--- config.mk ---
export PLATFORM = sky130hd
export DESIGN_NAME = cl_mult_rr_sched
export DESIGN_NICKNAME = d
export VERILOG_FILES = /design/src/rtl/cl_mult_rr_sched.sv
export SDC_FILE = /design/constraint.sdc
export NUM_CORES = 1
export LEC_CHECK = 0
export CORE_AREA = 2 2 195 197
export CTS_BUF_LIST = sky130_fd_sc_hd__clkbuf_2
export DETAILED_ROUTE_END_ITERATION = 10
export DIE_AREA = 0 0 197 199
export SYNTH_ARGS = -nofsm -noshare
export SYNTH_HDL_FRONTEND = slang
export SYNTH_SLANG_ARGS = --single-unit
--- constraint.sdc ---
create_clock -name clk -period 3.9 [get_ports clk]
set_input_delay 0.78 -clock clk [delete_from_list [all_inputs] [get_ports clk]]
set_output_delay 0.78 -clock clk [all_outputs]
set_load 0.005 [all_outputs]
--- src/rtl/cl_mult_rr_sched.sv ---
// rtl/cl_mult_rr_sched.sv - round-robin scheduler sharing one pipelined carry-less multiplier
module cl_mult_rr_sched #(
  parameter int DATA_WIDTH = 32,
  parameter int NREQ       = 4,
  parameter int ID_W       = 2
) (
  input  logic                       clk,
  input  logic                       rst,
  input  logic [NREQ-1:0]            req_valid,
  input  logic [NREQ*DATA_WIDTH-1:0] req_a,
  input  logic [NREQ*DATA_WIDTH-1:0] req_b,
  output logic [NREQ-1:0]            req_ready,
  output logic                       mult_enable,
  output logic [DATA_WIDTH-1:0]      mult_a,
  output logic [DATA_WIDTH-1:0]      mult_b,
  input  logic [2*DATA_WIDTH-1:0]    mult_result,
  output logic                       rsp_valid,
  output logic [ID_W-1:0]            rsp_id,
  output logic [2*DATA_WIDTH-1:0]    rsp_result,
  output logic                       busy,
  output logic [31:0]                ops_done
);

  // One extra bit so rr_ptr + offset cannot overflow before the modulo fold.
  localparam int               CW      = ID_W + 1;
  localparam logic [CW-1:0]    NREQ_C  = CW'(NREQ);
  localparam logic [ID_W-1:0]  LAST_ID = ID_W'(NREQ - 1);

  logic [ID_W-1:0] rr_ptr;
  logic [ID_W-1:0] grant_idx;
  logic            grant_found;
  logic            issue;

  // Tag pipeline: stage 0 tracks the multiplier input register, stage 1 its output register.
  logic            v0;
  logic            v1;
  logic [ID_W-1:0] t0;
  logic [ID_W-1:0] t1;

  // Scan requesters starting at rr_ptr and pick the first one holding valid.
  always_comb begin
    logic [CW-1:0] cand;
    cand        = '0;
    grant_found = 1'b0;
    grant_idx   = '0;
    for (int k = 0; k < NREQ; k++) begin
      cand = {1'b0, rr_ptr} + CW'(k);
      if (cand >= NREQ_C) begin
        cand = cand - NREQ_C;
      end
      if (!grant_found && req_valid[cand[ID_W-1:0]]) begin
        grant_found = 1'b1;
        grant_idx   = cand[ID_W-1:0];
      end
    end
  end

  // Grant is suppressed during reset; an issue is simply a grant to a valid requester.
  always_comb begin
    issue     = grant_found & ~rst;
    req_ready = '0;
    if (issue) begin
      req_ready[grant_idx] = 1'b1;
    end
  end

  // Operands are forced to zero when idle so the multiplier computes a harmless 0.
  always_comb begin
    mult_enable = ~rst;
    mult_a      = '0;
    mult_b      = '0;
    if (issue) begin
      mult_a = req_a[grant_idx*DATA_WIDTH +: DATA_WIDTH];
      mult_b = req_b[grant_idx*DATA_WIDTH +: DATA_WIDTH];
    end
  end

  // Response side is gated by the stage-1 tag so idle products never leak out.
  always_comb begin
    rsp_valid  = v1;
    rsp_id     = v1 ? t1 : '0;
    rsp_result = v1 ? mult_result : '0;
    busy       = v0 | v1;
  end

  // Pointer, tag pipeline and delivered-response counter.
  always_ff @(posedge clk) begin
    if (rst) begin
      rr_ptr   <= '0;
      v0       <= 1'b0;
      v1       <= 1'b0;
      t0       <= '0;
      t1       <= '0;
      ops_done <= '0;
    end else begin
      if (issue) begin
        rr_ptr <= (grant_idx == LAST_ID) ? '0 : grant_idx + 1'b1;
      end
      v0 <= issue;
      t0 <= grant_idx;
      v1 <= v0;
      t1 <= t0;
      if (v1) begin
        ops_done <= ops_done + 32'd1;
      end
    end
  end

endmodule

After elaboration in Yosys (flattened, before gate mapping)
Cells that the tools add are included.
{"block": "op_classes", "n_addsub": 9, "n_mux": 28, "eq_ne": 1, "bitwise": 3, "shift": 2, "magnitude_cmp": 10, "n_reduce_logical": 7}
{"operator": "$shiftx 128x8->32", "n": 2}
{"operator": "$mux 32", "n": 2}
{"operator": "$mux 64", "n": 1}
{"operator": "$add 32x1->32 const B", "n": 1}
{"operator": "$mux 2", "n": 10}
{"operator": "$lt 2x3->1 const B", "n": 5}
{"operator": "$ge 3x3->1 const B", "n": 3}
{"operator": "$mux 1", "n": 9}
{"operator": "$bmux 1 s2", "n": 4}
{"operator": "$sub 2x1->2 const B", "n": 4}
{"operator": "$add 2x2->3 const B", "n": 2}
{"operator": "$logic_and 1x1->1", "n": 4}
{"operator": "$mux 4", "n": 1}
{"operator": "$add 2x1->3 const B", "n": 1}
{"operator": "$ge 2x3->1 const B", "n": 1}
{"operator": "$logic_not 1->1", "n": 3}
{"operator": "$add 2x1->2 const B", "n": 1}
{"operator": "$demux 1 s2", "n": 1}
{"operator": "$eq 2x2->1 const B", "n": 1}
{"operator": "$ge 2x1->1 const B", "n": 1}
{"operator": "$and 1x1->1", "n": 1}
{"operator": "$not 1->1", "n": 1}
{"operator": "$or 1x1->1", "n": 1}
{"block": "totals", "elab_cells": 66, "regBits": 40}

Logic depth before layout (Yosys ltp)
Gate-level depths: netlist of the first run.
{"block": "depth", "ltp_word": 19, "ltp_mapped": 9, "depth_no_buf": 6}

Worst setup path after synthesis of the first run
No wires, ideal clock.
{"block": "synth_path", "path_type": "input -> output", "from": "in req_valid[0]", "to": "out req_ready[1]", "path_buffers": 3, "required_ns": 3.120, "path_slack_ns": 1.195, "cell_stages": 9, "arrival_ns": 1.925, "cell_sequence": "a21oi_1 -> o21ai_1 -> o2bb2a_4 -> buf_6 -> buf_6 -> buf_6 -> inv_1 -> ha_1 -> and2_1"}
{"block": "synth_via", "elab_chain_len": 17, "word_cells_on_any_way": 29, "classes_between": "order compare: 2; mux: 19; bitwise: 1; reduce/logical: 7"}
{"element": "start: declaration", "line": "9", "rtl": "input logic [NREQ-1:0] req_valid,"}
{"element": "$bmux 1 s2", "line": "51", "rtl": "if (!grant_found && req_valid[cand[ID_W-1:0]]) begin"}
{"element": "$mux 1 (implied by the code)", "line": "51"}
{"element": "$mux 1", "line": "51"}
{"element": "$logic_not 1->1", "line": "51"}
{"element": "$logic_and 1x1->1", "line": "51"}
{"element": "$mux 1", "line": "51"}
{"element": "$logic_not 1->1", "line": "51"}
{"element": "$logic_and 1x1->1", "line": "51"}
{"element": "(+2 left out)"}
{"element": "$logic_and 1x1->1", "line": "51"}
{"element": "$mux 2 (*)", "line": "51"}
{"element": "named net grant_idx[1]", "line": "30", "rtl": "logic [ID_W-1:0] grant_idx;"}
{"element": "$lt 2x3->1 (implied by the code) or $ge 2x1->1 (tied branches)", "line": "63", "rtl": "req_ready[grant_idx] = 1'b1;"}
{"element": "$logic_and 1x1->1 (implied by the code)", "line": "63"}
{"element": "$mux 1 (implied by the code)", "line": "63"}
{"element": "$demux 1 s2 (*)", "line": "63"}
{"element": "$mux 4 (*)", "line": "62", "rtl": "if (issue) begin"}
{"element": "end: declaration", "line": "12", "rtl": "output logic [NREQ-1:0] req_ready,"}
Mark *: on every way through the listed nets, which the timed path passes. The rest lies on a longest branch. The select of a mux whose other input is x is not followed.

Worst setup path after layout of the first run
{"block": "layout_path", "from": "in req_valid[3]", "to": "out mult_a[17]"}
{"block": "layout_via", "elab_chain_len": 14, "word_cells_on_any_way": 25, "classes_between": "shift: 1; mux: 17; bitwise: 1; reduce/logical: 6"}
{"element": "$bmux 1 s2", "line": "51"}
{"element": "$mux 1 (implied by the code)", "line": "51"}
{"element": "$mux 1", "line": "51"}
{"element": "$logic_not 1->1", "line": "51"}
{"element": "$logic_and 1x1->1", "line": "51"}
{"element": "$mux 1", "line": "51"}
{"element": "$logic_not 1->1", "line": "51"}
{"element": "$logic_and 1x1->1", "line": "51"}
{"element": "$mux 1", "line": "51"}
{"element": "$logic_not 1->1", "line": "51"}
{"element": "$logic_and 1x1->1", "line": "51"}
{"element": "$mux 2 (*)", "line": "51"}
{"element": "named net grant_idx[0]", "line": "30"}
{"element": "$shiftx 128x8->32 (*)", "line": "73", "rtl": "mult_a = req_a[grant_idx*DATA_WIDTH +: DATA_WIDTH];"}
{"element": "$mux 32 (*)", "line": "72", "rtl": "if (issue) begin"}
{"element": "end: declaration", "line": "14", "rtl": "output logic [DATA_WIDTH-1:0] mult_a,"}
Marks and branches as above.

==> impl_metrics.env, run 1 <==
export IMPL_swShare_pct=33.05
export IMPL_synth_top_family_by_area="multiplexers"
export IMPL_nets=1344
export IMPL_setup_viol=0
export IMPL_antenna_found_initial=1
export IMPL_ys_types=37
export IMPL_yosys_mux_area_fraction_pct=30.83
export IMPL_synth_top_area_share_pct=30.83
export IMPL_yosys_area_share_adder_pct=1.471
export IMPL_clk_pin_slew_worst_paths_ns=0.25
export IMPL_drive_gt1_share_pct=8.481
export IMPL_cp_required_ns=3.12
export IMPL_intPower_uw=1424
export IMPL_synth_nets=832
export IMPL_fin_ws_ns=0.09674
export IMPL_min_from="t0[0]"
export IMPL_crit_reg2reg_launch="rsp_valid"
export IMPL_synth_edf_count=0
export IMPL_cts_tree="done"
export IMPL_cellPowerDensity_nw_per_um2=208.3
export IMPL_dpl_instance_area_um2=9960
export IMPL_dr_pass1_iters=4
export IMPL_synthXorXnorAreaFrac_pct=4.737
export IMPL_finalCritPeriodShare_pct=97.52
export IMPL_hold_violations=0
export IMPL_grt_max_degree=75
export IMPL_synth_simple_area_share_pct=24.12
export IMPL_maxSlewHeadroom_pct=30.82
export IMPL_drc=0
export IMPL_hold_depth=1
export IMPL_maxSlewViolCount=0
export IMPL_start_util_pct=11.45
export IMPL_htree_levels=2
export IMPL_yosysMostFrequentCell="mux2i_1"
export IMPL_vias=5820
export IMPL_wl_um=27180
export IMPL_yosys_warnings=0
export IMPL_grt_pass1_wl_um=34970
export IMPL_max_freq_mhz=262.9
export IMPL_skew_ns=0.02739
export IMPL_yosysTopAreaCell="mux2i_1"
export IMPL_p_leak_uw=0.003893
export IMPL_rsz0062_at_grt="false"
export IMPL_drt_iter0_markers=118
export IMPL_synth_commonest_cells="mux2i_1 (131), and2_1 (70), o22ai_1 (64), dfxtp_1 (40), nor2_1 (31)"
export IMPL_place_gp_congestion=0.9161
export IMPL_ys_ff_latch=40
export IMPL_avgSynthCellArea_um2=8.489
export IMPL_grt_usage_pct=11.98
export IMPL_synth_area_top_cells="mux2i_1 (31%), dfxtp_1 (19%), and2_1 (10%), o22ai_1 (9.4%), xnor2_1 (3.7%)"
export IMPL_syn_cell_area_um2=4253
export IMPL_fin_area_um2=10210
export IMPL_pin_count=495
export IMPL_synth_compound_area_share_pct=12.50
export IMPL_insertion_delay_ns=0.43
export IMPL_cp_arrival_ns=3.02
export IMPL_clkPwrFrac_pct=12.9
export IMPL_min_path_type="flip-flop to flip-flop"
export IMPL_ctsLongestPathBuffers=2
export IMPL_cts_sinks=40
export IMPL_dieArea_um2=39200
export IMPL_die_h_um=199
export IMPL_synthCells=501
export IMPL_setup_worst_path_start_class="primary input"
export IMPL_wire_per_inst_um=18.27
export IMPL_antenna_cells=0
export IMPL_cap_violations=0
export IMPL_synth_async_reset_ratio_pct=0
export IMPL_place_hpwl_um=22870
export IMPL_grt_pass1_vias=5651
export IMPL_fin_setup_tns_ns=0
export IMPL_core_area_um2=37130
export IMPL_vias_per_cell=3.911
export IMPL_die_w_um=197
export IMPL_pre_cts_ws_ns=0.03084
export IMPL_reg2reg_slack_ns=1.44
export IMPL_path_class="primary input to output pin"
export IMPL_synth_seq_area_share_pct=18.83
export IMPL_cts_buffers=5
export IMPL_pwr_share_seq_pct=20.6
export IMPL_rows=71
export IMPL_critical_path_peak_fanout=35
export IMPL_tightest_slew_ns=1.038
export IMPL_min_to="t1[0]"
export IMPL_peakVddDrop_uv=135.6
export IMPL_power_frac_comb_pct=66.5
export IMPL_detail_route_antenna_nets=0
export IMPL_ys_flop_type="dfxtp_1"
export IMPL_status="complete, no violations"
export IMPL_grt_overflow=0
export IMPL_regToRegEndpoint="ops_done[31]"
export IMPL_root_buffer="clkbuf_2"
export IMPL_p_switching_uw=703.2
export IMPL_finalCriticalPeriod_ns=3.803
export IMPL_syn2layout_area_growth_pct=140.2
export IMPL_io_buffers=494
export IMPL_r2r_cells=5
export IMPL_total_power_uw=2127
export IMPL_cp_end_kind="output pin"
## power by group through the flow
stage	Sequential, uW	Clock (uW)	Combinational, uW
3_3_place_gp	445	0	1360
4_1_cts	438	301	1370
3_5_place_dp	446	0	1360
2_1_floorplan	433	0	539
6_report	438	275	1410
5_1_grt	441	309	1510
## metrics by stage
stage / util, % / instances / hold slack [ns]
3_5_place_dp: 26.82 / 1474 / 0.4478
2_1_floorplan: - / 501 / 0.4138
6_report: 27.51 / 1488 / 0.4734
3_3_place_gp: 26.82 / 1474 / 0.4406
5_1_grt: 27.51 / 1488 / 0.4799
4_1_cts: 27.02 / 1482 / 0.4784
## repair_timing
item                       in CTS  in global routing
setup buffers                   0                  2
hold buffers                    0                  0
resized for setup               1                 15
cloned                          0                  4
setup endpoints to repair       1                 46
pin swaps                       0                  1
## layout make-up
cell class                      count  area (um^2)
Multi-Input combinational cell    408         3171
Clock inverter                      3        46.29
Tap cell                          474        593.1
Inverter                           11        41.29
Sequential cell                    40        802.0
Timing Repair Buffer              547         5537
Clock buffer                        5        25.02
Fill cell                        3990        26920
## worst max-delay path, cell delays in order
cell	delay, ns
clkdlybuf4s50_1	0.50
inv_2	0.05
and3_1	0.21
nor3_4	0.24
nand2_2	0.11
buf_12	0.19
buf_12	0.18
o22ai_1	0.20
clkdlybuf4s50_1	0.53
## state kept, by name, indices dropped and copies added, names as in the netlist
name and flops:
v0 1, t0 2, rr_ptr 2, ops_done 32
rsp_valid 1, t1 2
## metal layers
| layer | vias up | track usage [%] | part of all wire [%] | routed length, um |
|---|---|---|---|---|
| met4 | 0 | 2.785 | 2.1 | 582 |
| met1 | 2670 | 12.99 | 37 | 10120 |
| met3 | 18 | 3.086 | 7.3 | 1988 |
| met2 | 289 | 23.09 | 53 | 14490 |
| li1 | 2843 | - | - | - |
| met5 | - | 0 | 0 | 0 |
## logic make-up after synthesis
logic type                 Yosys count
DFF                                 40
adders and majority gates            5
and+or+nand+nor                    163
buffers and inverters               53
AOI/OAI and AO/OA                   86
xor gates and xnor gates            23
muxes                              131
## cells in the final DEF, fill, tap and decap left out, types with 10 or more instances in the layout
| master | n |
|---|---|
| dfxtp_1 | 39 |
| o22ai_1 | 64 |
| a21oi_1 | 10 |
| xnor2_1 | 18 |
| clkdlybuf4s50_1 | 486 |
| and2_1 | 70 |
| buf_4 | 40 |
| nor2_1 | 31 |
| mux2i_1 | 128 |
## how the worst max path moves through the flow
| stage | from | cells after the start | to | slack (ns) |
|---|---|---|---|---|
| 2_1_floorplan | req_valid[0] | 9 | req_ready[1] | 1.19 |
| 6_report | req_valid[3] | 9 | mult_a[17] | 0.1 |
| 3_3_place_gp | req_valid[0] | 9 | mult_a[28] | 0.01 |
| 5_1_grt | req_valid[3] | 9 | mult_a[18] | 0.01 |
| 3_5_place_dp | req_valid[0] | 9 | mult_a[28] | 0.03 |
| 4_1_cts | req_valid[0] | 9 | mult_a[28] | 0.01 |
(Power assumes the default switching activity.)
==> run 2, diff against run 1 <==
--- a/config.mk
+++ b/config.mk
@@ -9,6 +9,7 @@
 export CTS_BUF_LIST = sky130_fd_sc_hd__clkbuf_2
 export DETAILED_ROUTE_END_ITERATION = 10
 export DIE_AREA = 0 0 197 199
+export SETUP_SLACK_MARGIN = 0.15
 export SYNTH_ARGS = -nofsm -noshare
 export SYNTH_HDL_FRONTEND = slang
 export SYNTH_SLANG_ARGS = --single-unit
==> run 2 against run 1 <==
Net effect: worst setup slack better by 0.084 ns; design area down 0.34%; clock power about the same; critical path type unchanged; highest routed layer unchanged; die area unchanged.
==> impl_metrics.env, run 2 (synthesized netlist as in run 1, its figures left out) <==
export IMPL_root_buffer="clkbuf_2"
export IMPL_final_cell_mix="clkdlybuf4s50_1 (441), mux2i_1 (129), and2_1 (70)"
export IMPL_start_util_pct=11.45
export IMPL_grt_overflow=0
export IMPL_antenna_found_initial=1
export IMPL_final_common_cell="clkdlybuf4s50_1"
export IMPL_min_path_type="flip-flop to flip-flop"
export IMPL_io_buffers=494
export IMPL_grt_usage_pct=12.22
export IMPL_wire_per_inst_um=18.13
export IMPL_cellPowerDensity_nw_per_um2=202.7
export IMPL_antenna_cells=0
export IMPL_fill_cells=3999
export IMPL_tightest_slew_ns=1.024
export IMPL_path_class="primary input to output pin"
export IMPL_htree_levels=2
export IMPL_setup_viol=0
export IMPL_setup_worst_path_start_class="primary input"
export IMPL_drive_gt1_share_pct=8.103
export IMPL_cp_required_ns=3.12
export IMPL_rows=71
export IMPL_nets=1342
export IMPL_cts_sinks=40
export IMPL_die_h_um=199
export IMPL_cp_arrival_ns=2.94
export IMPL_status="complete, no violations"
export IMPL_place_gp_congestion=0.9161
export IMPL_syn2layout_area_growth_pct=139.4
export IMPL_place_hpwl_um=22870
export IMPL_max_stage_delay_ns=0.55
export IMPL_pin_count=495
export IMPL_insertion_delay_ns=0.43
export IMPL_crit_chain="clkdlybuf4s50_1, buf_4, a21oi_1, nor3_4, nand2_4, bufbuf_16, o22ai_1, clkdlybuf4s50_1"
export IMPL_hold_depth=1
export IMPL_peakVddDrop_uv=135.6
export IMPL_clk_pin_slew_worst_paths_ns=0.25
export IMPL_grt_pass1_vias=5696
export IMPL_fin_setup_tns_ns=0
export IMPL_maxSlewViolCount=0
export IMPL_r2r_cells=5
export IMPL_dieArea_um2=39200
export IMPL_finalCritPeriodShare_pct=95.36
export IMPL_ctsLongestPathBuffers=2
export IMPL_cp_end_kind="output pin"
export IMPL_crit_family="buffers and inverters"
export IMPL_cp_common_cell="clkdlybuf4s50_1"
export IMPL_core_area_um2=37130
export IMPL_critPathBufInv=4
export IMPL_rsz0062_at_grt="true"
export IMPL_dr_pass1_iters=4
export IMPL_maxSlewHeadroom_pct=31.70
export IMPL_max_freq_mhz=268.9
export IMPL_wl_um=26940
export IMPL_detail_route_antenna_nets=0
export IMPL_die_w_um=197
export IMPL_critical_path_peak_fanout=17
export IMPL_cts_tree="done"
export IMPL_grt_pass1_wl_um=35490
export IMPL_timing_critical_path_slowest_stage_cell="clkdlybuf4s50_1"
export IMPL_finalCriticalPeriod_ns=3.719
export IMPL_grt_max_degree=75
export IMPL_cap_violations=0
export IMPL_skew_ns=0.02788
export IMPL_vias=5817
export IMPL_vias_per_cell=3.915
export IMPL_drt_iter0_markers=100
export IMPL_p_leak_uw=0.004296
export IMPL_cts_buffers=5
export IMPL_fin_util_pct=27.41
export IMPL_regMostFlops="ops_done"
export IMPL_drc=0
export IMPL_cp_depth=8
export IMPL_hold_violations=0
export IMPL_largest_reg_flops=32
-- run 2: worst reg2reg max path: stages, from the launching register on --
cell	delay, ns
dfxtp_2	1.04
and4_1	0.51
nand4_4	0.22
nor4_4	0.38
a31o_1	0.19
a21oi_1	0.05
-- run 2: timing repair --
action / 4_1_cts / 5_1_grt
buffers inserted: 2 / 0
pin swaps: 3 / 1
resized for setup: 24 / 33
gates cloned: 2 / 0
hold buffers: 0 / 0
setup endpoints to repair: 51 / 37
-- run 2: layout make-up --
class / instances / area [um^2] / area share, %
inverter: 11 / 41.29 / 0.4056
tap: 474 / 593.1 / 5.826
sequential: 40 / 802.0 / 7.879
clock buffer: 5 / 25.02 / 0.2458
timing repair buffer: 545 / 5515 / 54.18
multi-input combinational: 408 / 3157 / 31.01
clock inverter: 3 / 46.29 / 0.4548
-- run 2: power by group --
group          leakage [uW]  switching [uW]  internal, uW
combinational       0.00393             505           847
sequential         0.000324            17.2           420
clock             0.0000396             164           111
total               0.00430             686          1380
-- run 2: worst paths after layout --
path           startpoint      endpoint  slack, ns
max          req_valid[3]    mult_b[25]       0.18
min                 t0[0]         t1[0]       0.47
max reg2reg     rsp_valid  ops_done[31]       1.46
min reg2reg         t0[0]         t1[0]       0.47
-- run 2: layer usage --
| layer | vias to the layer above | GRT usage, % | share of wire [%] |
|---|---|---|---|
| li1 | 2838 | - | - |
| met1 | 2662 | 13.22 | 36 |
| met4 | 0 | 2.785 | 1.9 |
| met3 | 16 | 3.086 | 8.8 |
| met5 | - | 0 | 0 |
| met2 | 301 | 23.67 | 54 |
-- run 2: per-stage QoR --
step / hold slack [ns] / worst slack (ns) / std cells / area, um^2 / power, uW
3_3_place_gp: 0.4406 / 0.01115 / 1474 / 9960 / 1804
3_5_place_dp: 0.4478 / 0.03084 / 1474 / 9960 / 1807
6_report: 0.4734 / 0.1811 / 1486 / 10180 / 2064
5_1_grt: 0.4799 / 0.02265 / 1486 / 10180 / 2194
2_1_floorplan: 0.4138 / 1.195 / 501 / 4253 / 972.4
4_1_cts: 0.4784 / 0.09581 / 1486 / 10090 / 2124
==> run 3, diff against run 2 <==
--- a/config.mk
+++ b/config.mk
@@ -5,10 +5,11 @@
 export SDC_FILE = /design/constraint.sdc
 export NUM_CORES = 1
 export LEC_CHECK = 0
-export CORE_AREA = 2 2 195 197
+export CORE_AREA = 2 2 190 192
 export CTS_BUF_LIST = sky130_fd_sc_hd__clkbuf_2
 export DETAILED_ROUTE_END_ITERATION = 10
-export DIE_AREA = 0 0 197 199
+export DIE_AREA = 0 0 192 194
+export DONT_BUFFER_PORTS = 1
 export SETUP_SLACK_MARGIN = 0.15
 export SYNTH_ARGS = -nofsm -noshare
 export SYNTH_HDL_FRONTEND = slang
==> run 3 against run 2 <==
Net effect: routed wire length fell by 19%; power fell by 39%; first-iteration DRC count rose by 11%; worst setup slack improved by 0.37 ns; core utilization decreased by 14 points; sequential share of layout area rose by 9.0 points; sequential power barely moved; die area shrank 5.0%; worst hold slack got worse by 0.063 ns; critical endpoint is now mult_b[13]; largest power group unchanged.
==> impl_metrics.env, run 3 (synthesized netlist as in run 1, its figures left out) <==
export IMPL_largest_reg_flops=32
export IMPL_maxSlewHeadroom_pct=56.63
export IMPL_dp_cells=932
export IMPL_path_class="flip-flop to output pin"
export IMPL_die_w_um=192
export IMPL_setup_viol=0
export IMPL_cts_tree="done"
export IMPL_pin_count=495
export IMPL_tightest_slew_ns=0.6506
export IMPL_rows=69
export IMPL_cts_buffers=5
export IMPL_cap_violations=0
export IMPL_min_path_type="primary input to flip-flop"
export IMPL_cp_end_kind="output pin"
export IMPL_final_cells=944
export IMPL_hold_violations=0
export IMPL_final_common_cell="mux2i_1"
export IMPL_nets=809
export IMPL_grt_overflow=0
export IMPL_critical_path_peak_fanout=53
export IMPL_wl_um=21820
export IMPL_place_gp_congestion=0.9823
export IMPL_antenna_found_initial=12
export IMPL_cts_setup_buffers=0
export IMPL_vias_per_cell=4.284
export IMPL_finalCriticalPeriod_ns=3.348
export IMPL_core_area_um2=35220
export IMPL_grt_usage_pct=10.85
export IMPL_status="complete, no violations"
export IMPL_cp_required_ns=3.12
export IMPL_cts_repair_resized=0
export IMPL_regMostFlops="ops_done"
export IMPL_detail_route_antenna_nets=0
export IMPL_grt_max_degree=54
export IMPL_die_h_um=194
export IMPL_drive_gt1_share_pct=8.142
export IMPL_drc=0
export IMPL_htree_levels=2
export IMPL_hold_depth=1
export IMPL_rsz0062_at_grt="false"
export IMPL_dr_pass1_iters=5
export IMPL_dieArea_um2=37250
export IMPL_r2r_cells=5
export IMPL_whs_ns=0.4099
export IMPL_cp_arrival_ns=2.57
export IMPL_fin_setup_tns_ns=0
export IMPL_insertion_delay_ns=0.39
export IMPL_max_freq_mhz=298.7
export IMPL_vias=4044
export IMPL_final_cell_mix="mux2i_1 (131), and2_1 (70), o22ai_1 (64)"
export IMPL_holdBufCountCts=0
export IMPL_grt_pass1_wl_um=28750
export IMPL_io_buffers=0
export IMPL_clk_pin_slew_worst_paths_ns=0.25
export IMPL_place_hpwl_um=18600
export IMPL_start_util_pct=12.07
export IMPL_peakVddDrop_uv=117.1
export IMPL_root_buffer="clkbuf_2"
export IMPL_cellPowerDensity_nw_per_um2=264.6
export IMPL_maxSlewViolCount=0
export IMPL_grt_pass1_vias=3898
export IMPL_finalCritPeriodShare_pct=85.83
export IMPL_wire_per_inst_um=23.12
export IMPL_setup_worst_path_start_class="flip-flop"
export IMPL_drt_iter0_markers=111
export IMPL_cts_sinks=40
export IMPL_ctsLongestPathBuffers=2
export IMPL_skew_ns=0.03594
export IMPL_reg2reg_slack_ns=1.70
export IMPL_syn2layout_area_growth_pct=12.03
export IMPL_p_leak_uw=0.001658
-- run 3: changes by cell type in the layout (fill, tap and decap cells not counted), sizes merged --
cell	before	now
buf	49	12
bufbuf	2	0
bufinv	1	0
clkdlybuf4s50	441	0
clkinv	0	1
clkinvlp	1	2
diode	0	4
dlygate4sd2	22	0
dlymetal6s2s	31	0
inv	12	11
-- run 3: stage by stage --
step | total power [uW] | utilization, % | cell area [um^2] | setup slack [ns]
3_3_place_gp | 1069 | 13.37 | 4711 | 0.7374
6_report | 1261 | 13.53 | 4765 | 0.5524
2_1_floorplan | 972.4 | - | 4253 | 1.195
4_1_cts | 1282 | 13.50 | 4755 | 0.4356
5_1_grt | 1351 | 13.51 | 4760 | 0.2698
3_5_place_dp | 1083 | 13.37 | 4711 | 0.6820
-- run 3: cell type report --
class | instances | area [um^2]
sequential | 40 | 802.0
fill | 3988 | 30460
inverter | 11 | 41.29
timing repair buffer | 12 | 152.6
clock inverter | 3 | 18.77
clock buffer | 5 | 25.02
multi-input combinational | 408 | 3138
antenna | 4 | 10.01
tap | 461 | 576.8
-- run 3: power by group --
group,switching [uW],leakage (uW),internal [uW],total (uW)
clock network,147,0.0000227,41.7,188
logic,357,0.00131,281,638
registers,14.7,0.000324,420,434
total,518,0.00166,742,1260
-- run 3: metal layers --
metal / routed length, um / share of wire (%) / track usage (%) / vias up
met2: 11240 / 51 / 20.04 / 350
met1: 7697 / 35 / 11.48 / 1865
met5: 20 / 0.092 / 0 / -
met3: 2256 / 10 / 3.439 / 48
li1: - / - / - / 1777
met4: 609 / 2.8 / 3.647 / 4
-- run 3: path summary, 6_finish.rpt --
check	startpoint	to
max	rr_ptr[1]	mult_b[13]
min	rst	ops_done[31]
max reg2reg	rsp_valid	ops_done[31]
min reg2reg	t0[0]	t1[0]
-- run 3: worst max-delay path, stage by stage, from the launching register on --
cell and delay, ns:
dfxtp_1 0.50, mux2i_1 0.23, nor2_1 0.09, nor3_4 0.35, nand2_2 0.31, buf_12 0.27, o22ai_1 0.39
